### src/rtl/mtm_alu_deserializer.sv
// rtl/mtm_alu_deserializer.sv - serial frame receiver and packet checker for the mtm_Alu (optional MTM_DESER_TIMEOUT_EN)
module mtm_alu_deserializer #(
    parameter int DATA_FRAMES    = 8,
    parameter int TIMEOUT_CYCLES = 1024
) (
    input  logic        clk,
    input  logic        rst_n,
    input  logic        sin,
    output logic [31:0] a_out,
    output logic [31:0] b_out,
    output logic [2:0]  op_out,
    output logic        out_valid,
    output logic        err_valid,
    output logic [2:0]  err_flags
);

    localparam logic [1:0] ST_IDLE = 2'd0;
    localparam logic [1:0] ST_RX   = 2'd1;
    localparam logic [1:0] ST_EVAL = 2'd2;

    localparam logic [3:0] FRAMES_REQ = 4'(DATA_FRAMES);
    localparam int         TW         = (TIMEOUT_CYCLES > 1) ? $clog2(TIMEOUT_CYCLES) : 1;
    localparam logic [TW-1:0] TO_LAST = TW'(TIMEOUT_CYCLES - 1);

`ifdef MTM_DESER_TIMEOUT_EN
    localparam bit TIMEOUT_EN = 1'b1;
`else
    localparam bit TIMEOUT_EN = 1'b0;
`endif

    logic [1:0]    state;
    logic [3:0]    bit_cnt;
    logic [8:0]    shreg;
    logic          frm_type;
    logic [63:0]   ba;
    logic [3:0]    data_cnt;
    logic          bad_frame;
    logic [3:0]    crc;
    logic [TW-1:0] idle_cnt;

    // Bits 1..10 of the frame as seen on the stop-bit edge: {type, payload[7:0], stop}
    logic [9:0] frame;
    logic       is_cmd;
    logic       stop_ok;
    logic [7:0] payload;
    logic [2:0] op_rx;
    logic [3:0] crc_rx;

    assign frame   = {shreg, sin};
    assign is_cmd  = frame[9];
    assign payload = frame[8:1];
    assign stop_ok = frame[0];
    assign op_rx   = payload[6:4];
    assign crc_rx  = payload[3:0];

    logic       crc_en;
    logic       crc_bit;
    logic       crc_fb;
    logic [3:0] crc_next;

    // Select which received bit feeds the CRC: every data payload bit, or the implicit 1 plus op bits of a command
    always_comb begin
        crc_en  = 1'b0;
        crc_bit = sin;
        if (state == ST_RX && bit_cnt >= 4'd2 && bit_cnt <= 4'd9) begin
            if (!frm_type) begin
                crc_en = 1'b1;
            end else if (bit_cnt == 4'd2) begin
                crc_en  = 1'b1;
                crc_bit = 1'b1;
            end else if (bit_cnt <= 4'd5) begin
                crc_en = 1'b1;
            end
        end
    end

    // x^4 + x + 1 LFSR, one message bit per step, MSB first
    assign crc_fb   = crc[3] ^ crc_bit;
    assign crc_next = {crc[2], crc[1], crc[0] ^ crc_fb, crc_fb};

    // Frame FSM; the verdict is registered on the stop-bit edge so the pulse occupies the EVAL cycle
    always_ff @(posedge clk or negedge rst_n) begin
        if (!rst_n) begin
            state     <= ST_IDLE;
            bit_cnt   <= 4'd0;
            shreg     <= 9'd0;
            frm_type  <= 1'b0;
            ba        <= 64'd0;
            data_cnt  <= 4'd0;
            bad_frame <= 1'b0;
            crc       <= 4'd0;
            idle_cnt  <= '0;
            a_out     <= 32'd0;
            b_out     <= 32'd0;
            op_out    <= 3'd0;
            out_valid <= 1'b0;
            err_valid <= 1'b0;
            err_flags <= 3'd0;
        end else begin
            out_valid <= 1'b0;
            err_valid <= 1'b0;
            err_flags <= 3'd0;
            if (crc_en) begin
                crc <= crc_next;
            end
            case (state)
                ST_IDLE: begin
                    if (!sin) begin
                        state   <= ST_RX;
                        bit_cnt <= 4'd1;
                    end
                    if (data_cnt != 4'd0) begin
                        if (TIMEOUT_EN && idle_cnt == TO_LAST) begin
                            data_cnt  <= 4'd0;
                            bad_frame <= 1'b0;
                            crc       <= 4'd0;
                            idle_cnt  <= '0;
                        end else begin
                            idle_cnt <= idle_cnt + 1'b1;
                        end
                    end else begin
                        idle_cnt <= '0;
                    end
                end
                ST_RX: begin
                    idle_cnt <= '0;
                    shreg    <= {shreg[7:0], sin};
                    bit_cnt  <= bit_cnt + 4'd1;
                    if (bit_cnt == 4'd1) begin
                        frm_type <= sin;
                    end
                    if (bit_cnt == 4'd10) begin
                        state <= ST_EVAL;
                        if (!stop_ok) begin
                            bad_frame <= 1'b1;
                        end else if (!is_cmd) begin
                            ba <= {ba[55:0], payload};
                            if (data_cnt != 4'hF) begin
                                data_cnt <= data_cnt + 4'd1;
                            end
                        end else begin
                            data_cnt  <= 4'd0;
                            bad_frame <= 1'b0;
                            crc       <= 4'd0;
                            if (data_cnt != FRAMES_REQ || bad_frame) begin
                                err_valid <= 1'b1;
                                err_flags <= 3'b100;
                            end else if (crc != crc_rx) begin
                                err_valid <= 1'b1;
                                err_flags <= 3'b010;
                            end else if (op_rx[1]) begin
                                err_valid <= 1'b1;
                                err_flags <= 3'b001;
                            end else begin
                                out_valid <= 1'b1;
                                b_out     <= ba[63:32];
                                a_out     <= ba[31:0];
                                op_out    <= op_rx;
                            end
                        end
                    end
                end
                ST_EVAL: begin
                    idle_cnt <= '0;
                    state    <= ST_IDLE;
                end
                default: begin
                    state <= ST_IDLE;
                end
            endcase
        end
    end

endmodule

### config.mk
export PLATFORM = sky130hd
export DESIGN_NAME = mtm_alu_deserializer
export DESIGN_NICKNAME = d
export VERILOG_FILES = /design/src/rtl/mtm_alu_deserializer.sv
export SDC_FILE = /design/constraint.sdc
export NUM_CORES = 1
export LEC_CHECK = 0
export ABC_AREA = 1
export CORE_UTILIZATION = 38
export DETAILED_ROUTE_END_ITERATION = 8
export PLACE_DENSITY = 0.64
export SLEW_MARGIN = 5
export SYNTH_ARGS = -nofsm -noshare
export SYNTH_HDL_FRONTEND = slang
export SYNTH_SLANG_ARGS = --single-unit
### constraint.sdc
create_clock -name clk -period 1.7 [get_ports clk]
set_input_delay 0.34 -clock clk [delete_from_list [all_inputs] [get_ports clk]]
set_output_delay 0.34 -clock clk [all_outputs]
set_load 0.01 [all_outputs]
== After elaboration in Yosys (flattened, before gate mapping) ==
Cells that the tools add are included.

* Input port bits: 3
* Output and inout bits: 72
* Bits in registers: 160

* $add $sub $neg: 2
* Magnitude comparators: 3
* Equal/unequal tests: 10
* Bitwise gates (word level): 6
* Reductions and logical operators: 13
* Mux-type cells: 42

{| class="wikitable"
|+ Operator list
! cell !! number
|-
| two-way mux 4 bit || 8
|-
| two-way mux 1 bit || 24
|-
| two-way mux 3 bit || 5
|-
| adder 4 x 1 -> 4 bit (second input constant) || 2
|-
| != test 4 bit (second input constant) || 2
|-
| one-hot mux 4 bit (2 select lines) || 1
|-
| AND reduction 4 bit || 2
|-
| AND reduction 7 bit || 1
|-
| two-way mux 2 bit || 3
|-
| AND reduction 2 bit || 3
|-
| equality test 4 x 1 -> 1 bit (second input constant) || 1
|-
| equality test 4 x 2 -> 1 bit (second input constant) || 1
|-
| equality test 4 bit (second input constant) || 1
|-
| >= comparator 4 x 2 -> 1 bit (second input constant) || 1
|-
| <= comparator 4 x 3 -> 1 bit (second input constant) || 1
|-
| <= comparator 4 bit (second input constant) || 1
|-
| != test 2 x 1 -> 1 bit (second input constant) || 2
|-
| != test 4 bit || 1
|-
| inverter 1 bit || 4
|-
| one-hot mux 2 bit (2 select lines) || 1
|-
| nonzero test 2 bit || 2
|-
| AND reduction 3 bit || 1
|-
| equality test 2 x 1 -> 1 bit (second input constant) || 1
|-
| logical AND 1 bit || 2
|-
| 4 further kinds || 5
|}

== Longest topological paths before layout ==
* Depth after elaboration: 11
* Mapped depth: 13
* Mapped depth without buffers: 12

== Worst setup path before layout ==
Ideal clock, no wire load.

* Path kind: register to register
* From: register bit_cnt[0]
* To: register a_out[23]
* Stages on the path, launching flop included: 14
* Slack: -0.130 ns
* Period minus slack after synthesis: 1.830 ns
* Data required time: 1.570 ns
* Library setup time: 0.130 ns
* Arrival time: 1.699 ns
* Buffers on the path: 2
* Cell sequence: dfrtp_1 inv_1 ha_1 nand2_1 nor2_2 nand2_2 nor2_2 inv_2 nor2_8 nand3_4 buf_6 buf_6 nand2_1 o21ai_1

* Cells in the longest elaborated chain, start to end: 2

{| class="wikitable"
|+ Ends and longest elaborated chain
! element !! line !! RTL
|-
| start, declared || 32 || <nowiki>logic [3:0] bit_cnt;</nowiki>
|-
| start signal, assigned || 128 || <nowiki>bit_cnt <= bit_cnt + 4'd1;</nowiki>
|-
| equality test 4 bit || 132 || <nowiki>if (bit_cnt == 4'd10) begin</nowiki>
|-
| AND reduction 7 bit (no line) || n/a ||
|-
| end signal, assigned || 157 || <nowiki>a_out <= ba[31:0];</nowiki>
|-
| end, declared || 9 || <nowiki>output logic [31:0] a_out,</nowiki>
|}

Every way passes these cells.
A chain may end at the register's enable or synchronous reset.

== Worst setup path after layout ==
* From: register bit_cnt[0]
* To: register ba[0]

* Cells in the longest elaborated chain, start to end: 2

{| class="wikitable"
|+ Ends and longest elaborated chain
! element !! line !! RTL
|-
| equality test 4 bit || 132 ||
|-
| AND reduction 4 bit (no line) || n/a ||
|-
| end signal, assigned || 137 || <nowiki>ba <= {ba[55:0], payload};</nowiki>
|-
| end, declared || 35 || <nowiki>logic [63:0] ba;</nowiki>
|}

Every way passes these cells.

==> results.sh <==
export IMPL_outcome="complete, but fails checks"
export IMPL_violations="negative setup slack"
export IMPL_drive_gt1_frac=0.1980
export IMPL_cts_made_buffers=17
export IMPL_ys_dominant_reg_cell="dfrtp_1"
export IMPL_hold_path_class="input pin to async pin"
export IMPL_skew_ns=0.007184
export IMPL_path_max_fanout=11
export IMPL_cp_arrival_ns=2.20
export IMPL_cts_tree="yes"
export IMPL_setup_ws_ns=-0.1987
export IMPL_rows=46
export IMPL_postSynth_asyncResetShare=1.000
export IMPL_die_y_um=130.6
export IMPL_clock_path_buffers=2
export IMPL_synth_common_cells="nand2_1, dfrtp_1, o21ai_0, inv_1, o21ai_1"
export IMPL_clock_sinks=160
export IMPL_place_congestion=0.7536
export IMPL_dp_cells=941
export IMPL_grt_pass1_wl_mm=23.40
export IMPL_ys_types=30
export IMPL_cts_root_buf="clkbuf_16"
export IMPL_diodes=0
export IMPL_setup_viol=141
export IMPL_via_count=4857
export IMPL_grt_pass1_vias=4828
export IMPL_net_switching_power_mw=3.149
export IMPL_wl_met1_mm=6.695
export IMPL_cp_start_kind="register"
export IMPL_vias_per_cell=4.862
export IMPL_p_comb_frac=0.213
export IMPL_wl_per_cell_um=15.63
export IMPL_synthTopCellsByArea="dfrtp_1, nand2_1, o21ai_0, inv_1, o21ai_1"
export IMPL_grt_ovfl_total=0
export IMPL_port_buffers=73
export IMPL_swShare=0.2964
export IMPL_yosysTopAreaCell="dfrtp_1"
export IMPL_grt_start_max_net_pins=72
export IMPL_start_util=0.3929
export IMPL_crit_required_ns=2.00
export IMPL_synthCells=654
export IMPL_fmax_mhz=526.7
export IMPL_postRouteAntennaNets=0
export IMPL_die_area_mm2=0.01706
export IMPL_dp_hpwl_mm=9.022
export IMPL_p_leak_nw=4.575
export IMPL_maxCapViolCount=0
export IMPL_drt_iter0_markers=263
export IMPL_ys_ff_latch=160
export IMPL_drt_first_pass_iters=5
export IMPL_crit_path_max_incr_delay_ns=0.39
export IMPL_setup_tns_ns=-17.42
export IMPL_ir_worst_vdd_uv=914.1
export IMPL_wl_met3_um=593
export IMPL_core_area_mm2=0.01600
export IMPL_grt_antenna_before_repair=0
export IMPL_crit_path_end_kind="register"
export IMPL_clk_latency_ns=0.43
export IMPL_synth_area_per_cell_um2=9.614
export IMPL_fp_dieW_um=130.6
export IMPL_yosysWarnings=0
export IMPL_synth_nets=663
export IMPL_maxUsedRoutingLayer="met4"
export IMPL_num_io_pins=75
export IMPL_synth_area_mm2=0.006287
export IMPL_fillCellCount=1416
export IMPL_synth_most_common_cell="nand2_1"
export IMPL_worst_path_buf_inv=5
export IMPL_slew_viol_final=0
export IMPL_layout_cells_non_filler=999
export IMPL_p_per_area_mw_per_mm2=1207
export IMPL_fin_crit_ns=1.899
export IMPL_crit_family="buffers and inverters"
export IMPL_critPathSlowestCell="dfrtp_1"
export IMPL_wl_mm=15.61
export IMPL_yosysTopAreaCellShare=0.6368
export IMPL_ys_seq_area_frac=0.6368
export IMPL_final_core_util=0.5500
export IMPL_pre_cts_ws_ns=-0.2624
export IMPL_seqPwrFrac=0.427
export IMPL_finalHoldViolCount=0
export IMPL_p_int_mw=7.475
export IMPL_crit_type="register to register"
export IMPL_synth_enable_flop_cells=0
export IMPL_wl_met2_mm=8.005
export IMPL_min_period_over_period=1.117
export IMPL_p_total_mw=10.62
export IMPL_clkTransAtPathRegs_ns=0.06
export IMPL_clkPwrFrac=0.360
export IMPL_rsz0062_at_grt="true"
export IMPL_crit_path_cell_trace="inv_2, ha_4, nand2_4, nor2_4, nand2_2, nor2_4, buf_4, buf_6, nand2_8, buf_4, clkbuf_16, nand2_1, o21ai_0"
export IMPL_h_tree_depth=4
export IMPL_areaGrowthSynthToFinish_pct=39.96
export IMPL_globalRouteTotalUtil=0.1814
export IMPL_fin_nets=781
export IMPL_drc=0
==> cells in the final DEF (no fill, tap or decap), types with 4 or more instances in the layout <==
cell type / netlist / final
inv_1: 88 / 84
o21ai_2: 8 / 22
clkinv_2: 0 / 4
nand2_4: 0 / 7
clkinvlp_4: 0 / 4
o21ai_0: 91 / 65
buf_16: 0 / 5
buf_12: 0 / 7
clkbuf_16: 0 / 23
buf_4: 1 / 26
clkdlybuf4s50_1: 0 / 21
dlygate4sd2_1: 0 / 21
o21ai_1: 41 / 53
nand2_1: 173 / 152
a21oi_1: 9 / 7
nor2_1: 8 / 6
dlymetal6s2s_1: 0 / 30
inv_2: 3 / 5
nand3_1: 14 / 10
dfrtp_1: 160 / 160
buf_6: 6 / 10
nand2_2: 1 / 14
==> stage by stage <==
step                instance area [um2]  hold WS [ns]
finish                             8800        0.3676
global route                       8800        0.3915
CTS                                8264        0.3575
detailed placement                 7433        0.2445
global placement                   7433        0.2435
floorplan                          6306       0.04441
==> cells by family (layout without fill, tap and decap cells) <==
family          count (synthesis)  count (layout)  share of synthesized area
compound gates                153             153                     0.1278
simple gates                  208             208                     0.1355
fa+ha+maj                       6               6                    0.01194
xor+xnor                        5               5                   0.006966
buf+inv                       121             250                    0.08040
other cells                     1               1                  0.0005964
flops                         160             160                     0.6368
==> layout make-up <==
class                           count  area [um2]  area share
Tap cell                          216       270.3     0.03071
Inverter                           91       347.8     0.03953
Sequential cell                   160        4004      0.4550
Clock buffer                       19       442.9     0.05033
Timing Repair Buffer              129        1563      0.1776
Clock inverter                     11       141.4     0.01607
Multi-Input combinational cell    373        2031      0.2308
==> power groups by stage <==
stage,clock network [mW],registers [mW],logic [mW]
finish,3.83,4.54,2.26
global route,4.04,4.58,2.54
CTS,3.88,4.52,1.95
detailed placement,0,4.58,1.83
global placement,0,4.56,1.70
floorplan,0,4.53,1.14
==> per-layer routing <==
metal,vias up,GRT usage
met4,0,0.07843
met5,-,0
met3,28,0.04072
met1,2406,0.2296
met2,121,0.2994
li1,2302,-
==> path summary, 6_finish.rpt <==
| path | from | endpoint | slack [ns] | cells after the start |
|---|---|---|---|---|
| max | bit_cnt[0] | ba[0] | -0.20 | 13 |
| min | rst_n | out_valid | 0.37 | 2 |
| max reg2reg | bit_cnt[0] | ba[0] | -0.20 | 13 |
| min reg2reg | b_out[24] | b_out[24] | 0.48 | 2 |
| max in group asynchronous | rst_n | a_out[13] | 0.77 | 3 |
| min in group clk | b_out[24] | b_out[24] | 0.48 | 2 |
==> sequential cells by signal, indices dropped and copies added, names as in the netlist <==
| signal | cells |
|---|---|
| bit_cnt | 4 |
| state | 2 |
| op_out | 2 |
| frm_type | 1 |
| bad_frame | 1 |
| b_out | 32 |
| a_out | 32 |
| crc | 4 |
| err_valid | 1 |
| data_cnt | 4 |
| out_valid | 1 |
| err_flags | 3 |
| shreg | 9 |
| ba | 64 |
==> worst register-to-register path, stage by stage (launching register included) <==
cell and delay, ns:
dfrtp_1 0.39, inv_2 0.09, ha_4 0.15, nand2_4 0.05, nor2_4 0.10, nand2_2 0.08, nor2_4 0.13, buf_4 0.13
buf_6 0.10, nand2_8 0.08, buf_4 0.19, clkbuf_16 0.16, nand2_1 0.05, o21ai_0 0.07
==> timing repair <==
item	CTS	global route
cloned	5	6
endpoints found under the hold margin	28	0
pin swaps	1	7
hold buffers	1	0
endpoints found under the setup margin	133	172
resized for setup	42	120
setup buffers	5	12
Note: power is estimated with default switching activity, not from simulation.
